[src/rtl/data_mem_responder.sv]
// Single-port data memory responder for an RV32I load/store unit.
// Accepts one request at a time, answers after LATENCY edges, and holds the response until taken.
module data_mem_responder #(
    parameter int DEPTH_WORDS = 64,
    parameter int LATENCY     = 2
) (
    input  logic        clk,
    input  logic        rst,
    input  logic        req_valid,
    output logic        req_ready,
    input  logic        req_write,
    input  logic [7:0]  req_addr,
    input  logic [31:0] req_wdata,
    input  logic [2:0]  req_funct3,
    output logic        resp_valid,
    input  logic        resp_ready,
    output logic [31:0] resp_rdata,
    output logic        resp_err,
    output logic        busy
);

    localparam logic [1:0] S_IDLE = 2'd0;
    localparam logic [1:0] S_WAIT = 2'd1;
    localparam logic [1:0] S_RESP = 2'd2;

    localparam int         AW       = (DEPTH_WORDS > 1) ? $clog2(DEPTH_WORDS) : 1;
    localparam logic [3:0] LAT_INIT = 4'(LATENCY);

    localparam logic [2:0] F3_B  = 3'b000;
    localparam logic [2:0] F3_H  = 3'b001;
    localparam logic [2:0] F3_W  = 3'b010;
    localparam logic [2:0] F3_BU = 3'b100;
    localparam logic [2:0] F3_HU = 3'b101;

    logic [1:0]  state_q, state_d;
    logic [3:0]  cnt_q, cnt_d;
    logic        write_q, write_d;
    logic [7:0]  addr_q, addr_d;
    logic [31:0] wdata_q, wdata_d;
    logic [2:0]  funct3_q, funct3_d;
    logic        resp_valid_q, resp_valid_d;
    logic [31:0] resp_rdata_q, resp_rdata_d;
    logic        resp_err_q, resp_err_d;

    logic          access;
    logic          req_err;
    logic [AW-1:0] word_idx;
    logic [3:0]    lane_we;
    logic [31:0]   lane_wdata;
    logic [31:0]   rd_word;
    logic [7:0]    sel_byte;
    logic [15:0]   sel_half;
    logic [31:0]   load_data;

    // The access edge is the last WAIT edge; a zero count is treated the same so WAIT can never stall.
    assign access   = (state_q == S_WAIT) && (cnt_q <= 4'd1);
    assign word_idx = addr_q[AW+1:2];

    always_comb begin
        req_err = 1'b0;
        case (funct3_q)
            F3_B, F3_BU: req_err = 1'b0;
            F3_H, F3_HU: req_err = addr_q[0];
            F3_W:        req_err = (addr_q[1:0] != 2'b00);
            default:     req_err = 1'b1;
        endcase
        if (write_q && ((funct3_q == F3_BU) || (funct3_q == F3_HU))) begin
            req_err = 1'b1;
        end
    end

    always_comb begin
        lane_we    = 4'b0000;
        lane_wdata = wdata_q;
        case (funct3_q)
            F3_B: begin
                lane_we    = 4'b0001 << addr_q[1:0];
                lane_wdata = {4{wdata_q[7:0]}};
            end
            F3_H: begin
                lane_we    = addr_q[1] ? 4'b1100 : 4'b0011;
                lane_wdata = {2{wdata_q[15:0]}};
            end
            F3_W: begin
                lane_we    = 4'b1111;
                lane_wdata = wdata_q;
            end
            default: begin
                lane_we    = 4'b0000;
                lane_wdata = wdata_q;
            end
        endcase
        if (!write_q || req_err || !access) begin
            lane_we = 4'b0000;
        end
    end

    // One byte-wide array per lane so partial stores need no read-modify-write.
    genvar gi;
    generate
        for (gi = 0; gi < 4; gi++) begin : g_lane
            logic [7:0] lane_mem [DEPTH_WORDS];

            always_ff @(posedge clk) begin
                if (lane_we[gi]) begin
                    lane_mem[word_idx] <= lane_wdata[gi*8 +: 8];
                end
            end

            assign rd_word[gi*8 +: 8] = lane_mem[word_idx];
        end
    endgenerate

    assign sel_byte = rd_word[{addr_q[1:0], 3'b000} +: 8];
    assign sel_half = addr_q[1] ? rd_word[31:16] : rd_word[15:0];

    always_comb begin
        load_data = 32'h0;
        case (funct3_q)
            F3_B:    load_data = {{24{sel_byte[7]}}, sel_byte};
            F3_BU:   load_data = {24'h0, sel_byte};
            F3_H:    load_data = {{16{sel_half[15]}}, sel_half};
            F3_HU:   load_data = {16'h0, sel_half};
            F3_W:    load_data = rd_word;
            default: load_data = 32'h0;
        endcase
        if (write_q || req_err) begin
            load_data = 32'h0;
        end
    end

    always_comb begin
        state_d      = state_q;
        cnt_d        = cnt_q;
        write_d      = write_q;
        addr_d       = addr_q;
        wdata_d      = wdata_q;
        funct3_d     = funct3_q;
        resp_valid_d = resp_valid_q;
        resp_rdata_d = resp_rdata_q;
        resp_err_d   = resp_err_q;
        case (state_q)
            S_IDLE: begin
                if (req_valid) begin
                    write_d  = req_write;
                    addr_d   = req_addr;
                    wdata_d  = req_wdata;
                    funct3_d = req_funct3;
                    cnt_d    = LAT_INIT;
                    state_d  = S_WAIT;
                end
            end
            S_WAIT: begin
                if (access) begin
                    cnt_d        = 4'd0;
                    state_d      = S_RESP;
                    resp_valid_d = 1'b1;
                    resp_rdata_d = load_data;
                    resp_err_d   = req_err;
                end else begin
                    cnt_d = cnt_q - 4'd1;
                end
            end
            S_RESP: begin
                if (resp_ready) begin
                    state_d      = S_IDLE;
                    resp_valid_d = 1'b0;
                end
            end
            default: state_d = S_IDLE;
        endcase
    end

    always_ff @(posedge clk or negedge rst) begin
        if (!rst) begin
            state_q      <= S_IDLE;
            cnt_q        <= 4'd0;
            write_q      <= 1'b0;
            addr_q       <= 8'h0;
            wdata_q      <= 32'h0;
            funct3_q     <= 3'b000;
            resp_valid_q <= 1'b0;
            resp_rdata_q <= 32'h0;
            resp_err_q   <= 1'b0;
        end else begin
            state_q      <= state_d;
            cnt_q        <= cnt_d;
            write_q      <= write_d;
            addr_q       <= addr_d;
            wdata_q      <= wdata_d;
            funct3_q     <= funct3_d;
            resp_valid_q <= resp_valid_d;
            resp_rdata_q <= resp_rdata_d;
            resp_err_q   <= resp_err_d;
        end
    end

    assign req_ready  = (state_q == S_IDLE);
    assign busy       = (state_q != S_IDLE);
    assign resp_valid = resp_valid_q;
    assign resp_rdata = resp_rdata_q;
    assign resp_err   = resp_err_q;

endmodule

[config.mk]
export PLATFORM = sky130hd
export DESIGN_NAME = data_mem_responder
export DESIGN_NICKNAME = d
export VERILOG_FILES = /design/src/rtl/data_mem_responder.sv
export SDC_FILE = /design/constraint.sdc
export NUM_CORES = 2
export LEC_CHECK = 0
export CAP_MARGIN = 20
export CORE_MARGIN = 2
export CORE_UTILIZATION = 55
export DETAILED_ROUTE_END_ITERATION = 6
export GPL_ROUTABILITY_DRIVEN = 1
export PLACE_DENSITY_LB_ADDON = 0.15
export SYNTH_ARGS = -nofsm -noshare
export SYNTH_HDL_FRONTEND = slang
export SYNTH_SLANG_ARGS = --single-unit
[constraint.sdc]
create_clock -name clk -period 4.9 [get_ports clk]
set_input_delay 1.225 -clock clk [delete_from_list [all_inputs] [get_ports clk]]
set_output_delay 1.225 -clock clk [all_outputs]
set_load 0.05 [all_outputs]
==> flow_summary.ini <==
[synthesis]
avgSynthCellArea_um2 = 17.07
ys.flop_type = edfxtp_1
synth-seq-cells = 2132
yosysSeqAreaShare_pct = 76.20
synthCells = 4888
syn_area_um2 = 83460
synth_edf_count = 2048
synth_fp_nets = 4938
synth_warnings = 0
async_flop_share_pct = 3.940
synth_cell_types = 84

[clock_network]
ctsHoldBuffers = 0
cts_made_buffers = 206
cts_resized = 0
root_buffer = clkbuf_16
cts_setup_buffers = 0
clk_pin_slew_worst_paths_ns = 0.06
clk_path_buf_depth = 3
htreeDepth = 4
clk_latency_ns = 0.84
clock-sinks = 2132
cts_tree = done

[floorplanning]
dieArea_um2 = 154900
fp.dieW_um = 393.6
io-pin-count = 84
floorplan.initialDensity_pct = 55.53
coreArea_um2 = 150300
chipHeight_um = 393.6
row_count = 142

[routing]
firstDrtPassIters = 7
detail-route-antenna-nets = 0
drcViolationCount = 3
via_per_inst = 6.852
drtIter0Drc = 7689
wl_per_cell_um = 36.80
route.vias.total = 50930
wl_mm = 273.5

[placement]
portBuffers = 83
post-dp-hpwl_mm = 173.1
globalplace.congestion = 0.9216
pre_cts_ws_ns = 0.2532

[critical_path]
worstSetupStartpoint = addr_q[6]$_DFFE_PN0P_
reg2reg_from = addr_q[6]$_DFFE_PN0P_
path_cells = clkinv_1 -> or2_2 -> a31oi_1 -> or4_1 -> a2111oi_1 -> buf_2 -> buf_4 -> mux4_2 -> nor4_4 -> a221o_1
startpoint_type = flop
crit_buf_inv = 3
crit_family = simple AND/OR/NAND/NOR gates
max_stage_delay_ns = 0.81
cp_slowest_cell = or2_2
worstPathRequired_ns = 5.67
arrival_ns = 5.62
cp-end-kind = flop
critPathMaxFanout = 16
path_class = flop to flop

[job]
drv_cap = 0

[sta]
min_period_ns = 4.851
setup_viol = 0
fin_ws_ns = 0.04948
min_period_over_period_pct = 98.99
finalHoldViolCount = 0
rsz0062_at_grt = no
slew_headroom_pct = 16.00
fin_skew_ns = 0.02812
tightestPinTransition_ns = 1.242
timing.fmax_mhz = 206.2
slew_violations = 0
whs_ns = 0.4374

[layout]
drive_gt1_share_pct = 19.86
area_growth_pct = 14.35
mostFrequentLayoutCells = 2048 x edfxtp_1, 377 x nor2_1, 374 x buf_4
layout_commonest_cell = edfxtp_1
finalNetCount = 5288
fillers = 10740

[outcome]
violations = design-rule violations
run_status = finished with violations

[grt]
grt_pass1_wl_mm = 379.5
use_met2_pct = 50.99
gr-total-overflow = 0
grt_pass1_vias = 48660
grt_max_degree = 134
grt_use_met3_pct = 10.12
busiest_layer = met2
antenna_found_initial = 12
grtUsageTotal_pct = 34.93
grt_util_met1_pct = 47.17

[pwr]
p_per_area_nw_per_um2 = 664.3
ir_worst_vdd_uv = 751.8
fin_total_pwr_mw = 63.40
p_leak_nw = 30.75

[worst_hold_path]
hold_class = input pin to asynchronous set/reset pin
power by group:
group	total, mW	switching, mW	leakage [nW]	internal [mW]
registers	25.2	0.902	19.5	24.3
logic	22.6	16.4	8.08	6.20
clock network	15.6	6.86	3.19	8.74
total	63.4	24.1	30.8	39.3
worst paths after layout:
path / cells past startpoint / slack, ns / to
min in group clk: 2 / 0.49 / resp_err$_DFFE_PN0P_
max in group asynchronous: 2 / 3.45 / resp_rdata[2]$_DFFE_PN0P_
min: 1 / 0.44 / wdata_q[28]$_DFFE_PN0P_
max reg2reg: 10 / 0.05 / resp_rdata[18]$_DFFE_PN0P_
max: 10 / 0.05 / resp_rdata[18]$_DFFE_PN0P_
min reg2reg: 2 / 0.49 / resp_err$_DFFE_PN0P_
synth_stat cells, types with 6 or more instances:
master / count / share of area, %
buf_1: 45 / 0.20
buf_6: 13 / 0.18
o221ai_1: 20 / 0.21
mux2_1: 6 / 0.081
a22oi_1: 315 / 2.8
mux4_2: 72 / 1.9
buf_2: 87 / 0.52
buf_4: 35 / 0.31
and2_1: 12 / 0.090
nor2b_1: 17 / 0.13
a211oi_1: 13 / 0.12
nand3_1: 15 / 0.090
a211o_1: 14 / 0.15
o2bb2ai_1: 42 / 0.44
dfrtp_1: 84 / 2.5
mux2i_1: 221 / 2.7
a21oi_1: 121 / 0.73
nor3_1: 17 / 0.10
a221oi_1: 137 / 1.4
a221o_1: 78 / 0.94
a41oi_1: 10 / 0.10
or2_2: 7 / 0.052
nand2b_1: 15 / 0.11
o22ai_1: 70 / 0.52
a22o_1: 38 / 0.40
a2bb2oi_1: 7 / 0.073
nor2_1: 384 / 1.7
inv_1: 9 / 0.040
o22a_1: 14 / 0.15
a32oi_1: 10 / 0.10
and4_1: 7 / 0.073
a31oi_1: 31 / 0.23
edfxtp_1: 2048 / 74
nand4_1: 37 / 0.28
a222oi_1: 17 / 0.20
nand2_1: 228 / 1.0
o211ai_1: 12 / 0.11
and3_1: 9 / 0.067
clkbuf_1: 162 / 0.73
o21ai_0: 77 / 0.46
mux2_2: 216 / 2.9
flip-flops by register name, summed over array words and instances (netlist names):
register         count
cnt_q                4
resp_err             1
addr_q               8
funct3_q             3
write_q              1
g_lane.lane_mem   2048
wdata_q             32
resp_valid           1
state_q              2
resp_rdata          32
worst register-to-register path, cell delays in order, from the launching register on:
cell and delay, ns:
dfrtp_1 0.79, clkinv_1 0.77, or2_2 0.81, a31oi_1 0.40
or4_1 0.17, a2111oi_1 0.05, buf_2 0.19, buf_4 0.16
mux4_2 0.47, nor4_4 0.74, a221o_1 0.23
area by class of cell:
class                   count  area (um^2)  share of cell area [%]
inverters                  12        52.55                 0.05506
clock buffers             257         5420                   5.679
diodes                      8        20.02                 0.02098
repair buffers            488         4229                   4.431
flip-flops and latches   2132        63620                   66.66
multi-input cells        2398        18440                   19.32
clock inverters           122         1140                   1.194
well taps                2016         2522                   2.643
stage by stage:
step,setup TNS (ns),instance area [um^2],utilization (%),instances
finish,0,95440,63.50,7433
floorplan,0,83460,-,4888
global route,0,95420,63.48,7425
global placement,-4.213,88820,59.09,7042
CTS,0,95390,63.46,7423
detailed placement,0,88830,59.10,7044
kinds of logic (layout without fill, tap and decap cells):
| group | count (synthesis) | count (layout) | synth area share (%) |
|---|---|---|---|
| AOI/OAI and AO/OA | 1080 | 1080 | 9.773 |
| adders and majority gates | 2 | 2 | 0.02998 |
| buffers and inverters | 358 | 879 | 2.069 |
| DFF | 2132 | 2132 | 76.20 |
| muxes | 517 | 517 | 7.624 |
| other | 0 | 8 | 0 |
| and+or+nand+nor | 799 | 799 | 4.301 |
routing by layer:
metal,vias to the layer above,wire [um]
li1,20540,-
met1,25900,98680
met2,3677,120500
met3,787,35740
met4,18,18460
met5,-,132
Power figures use the tool's default switching activity.
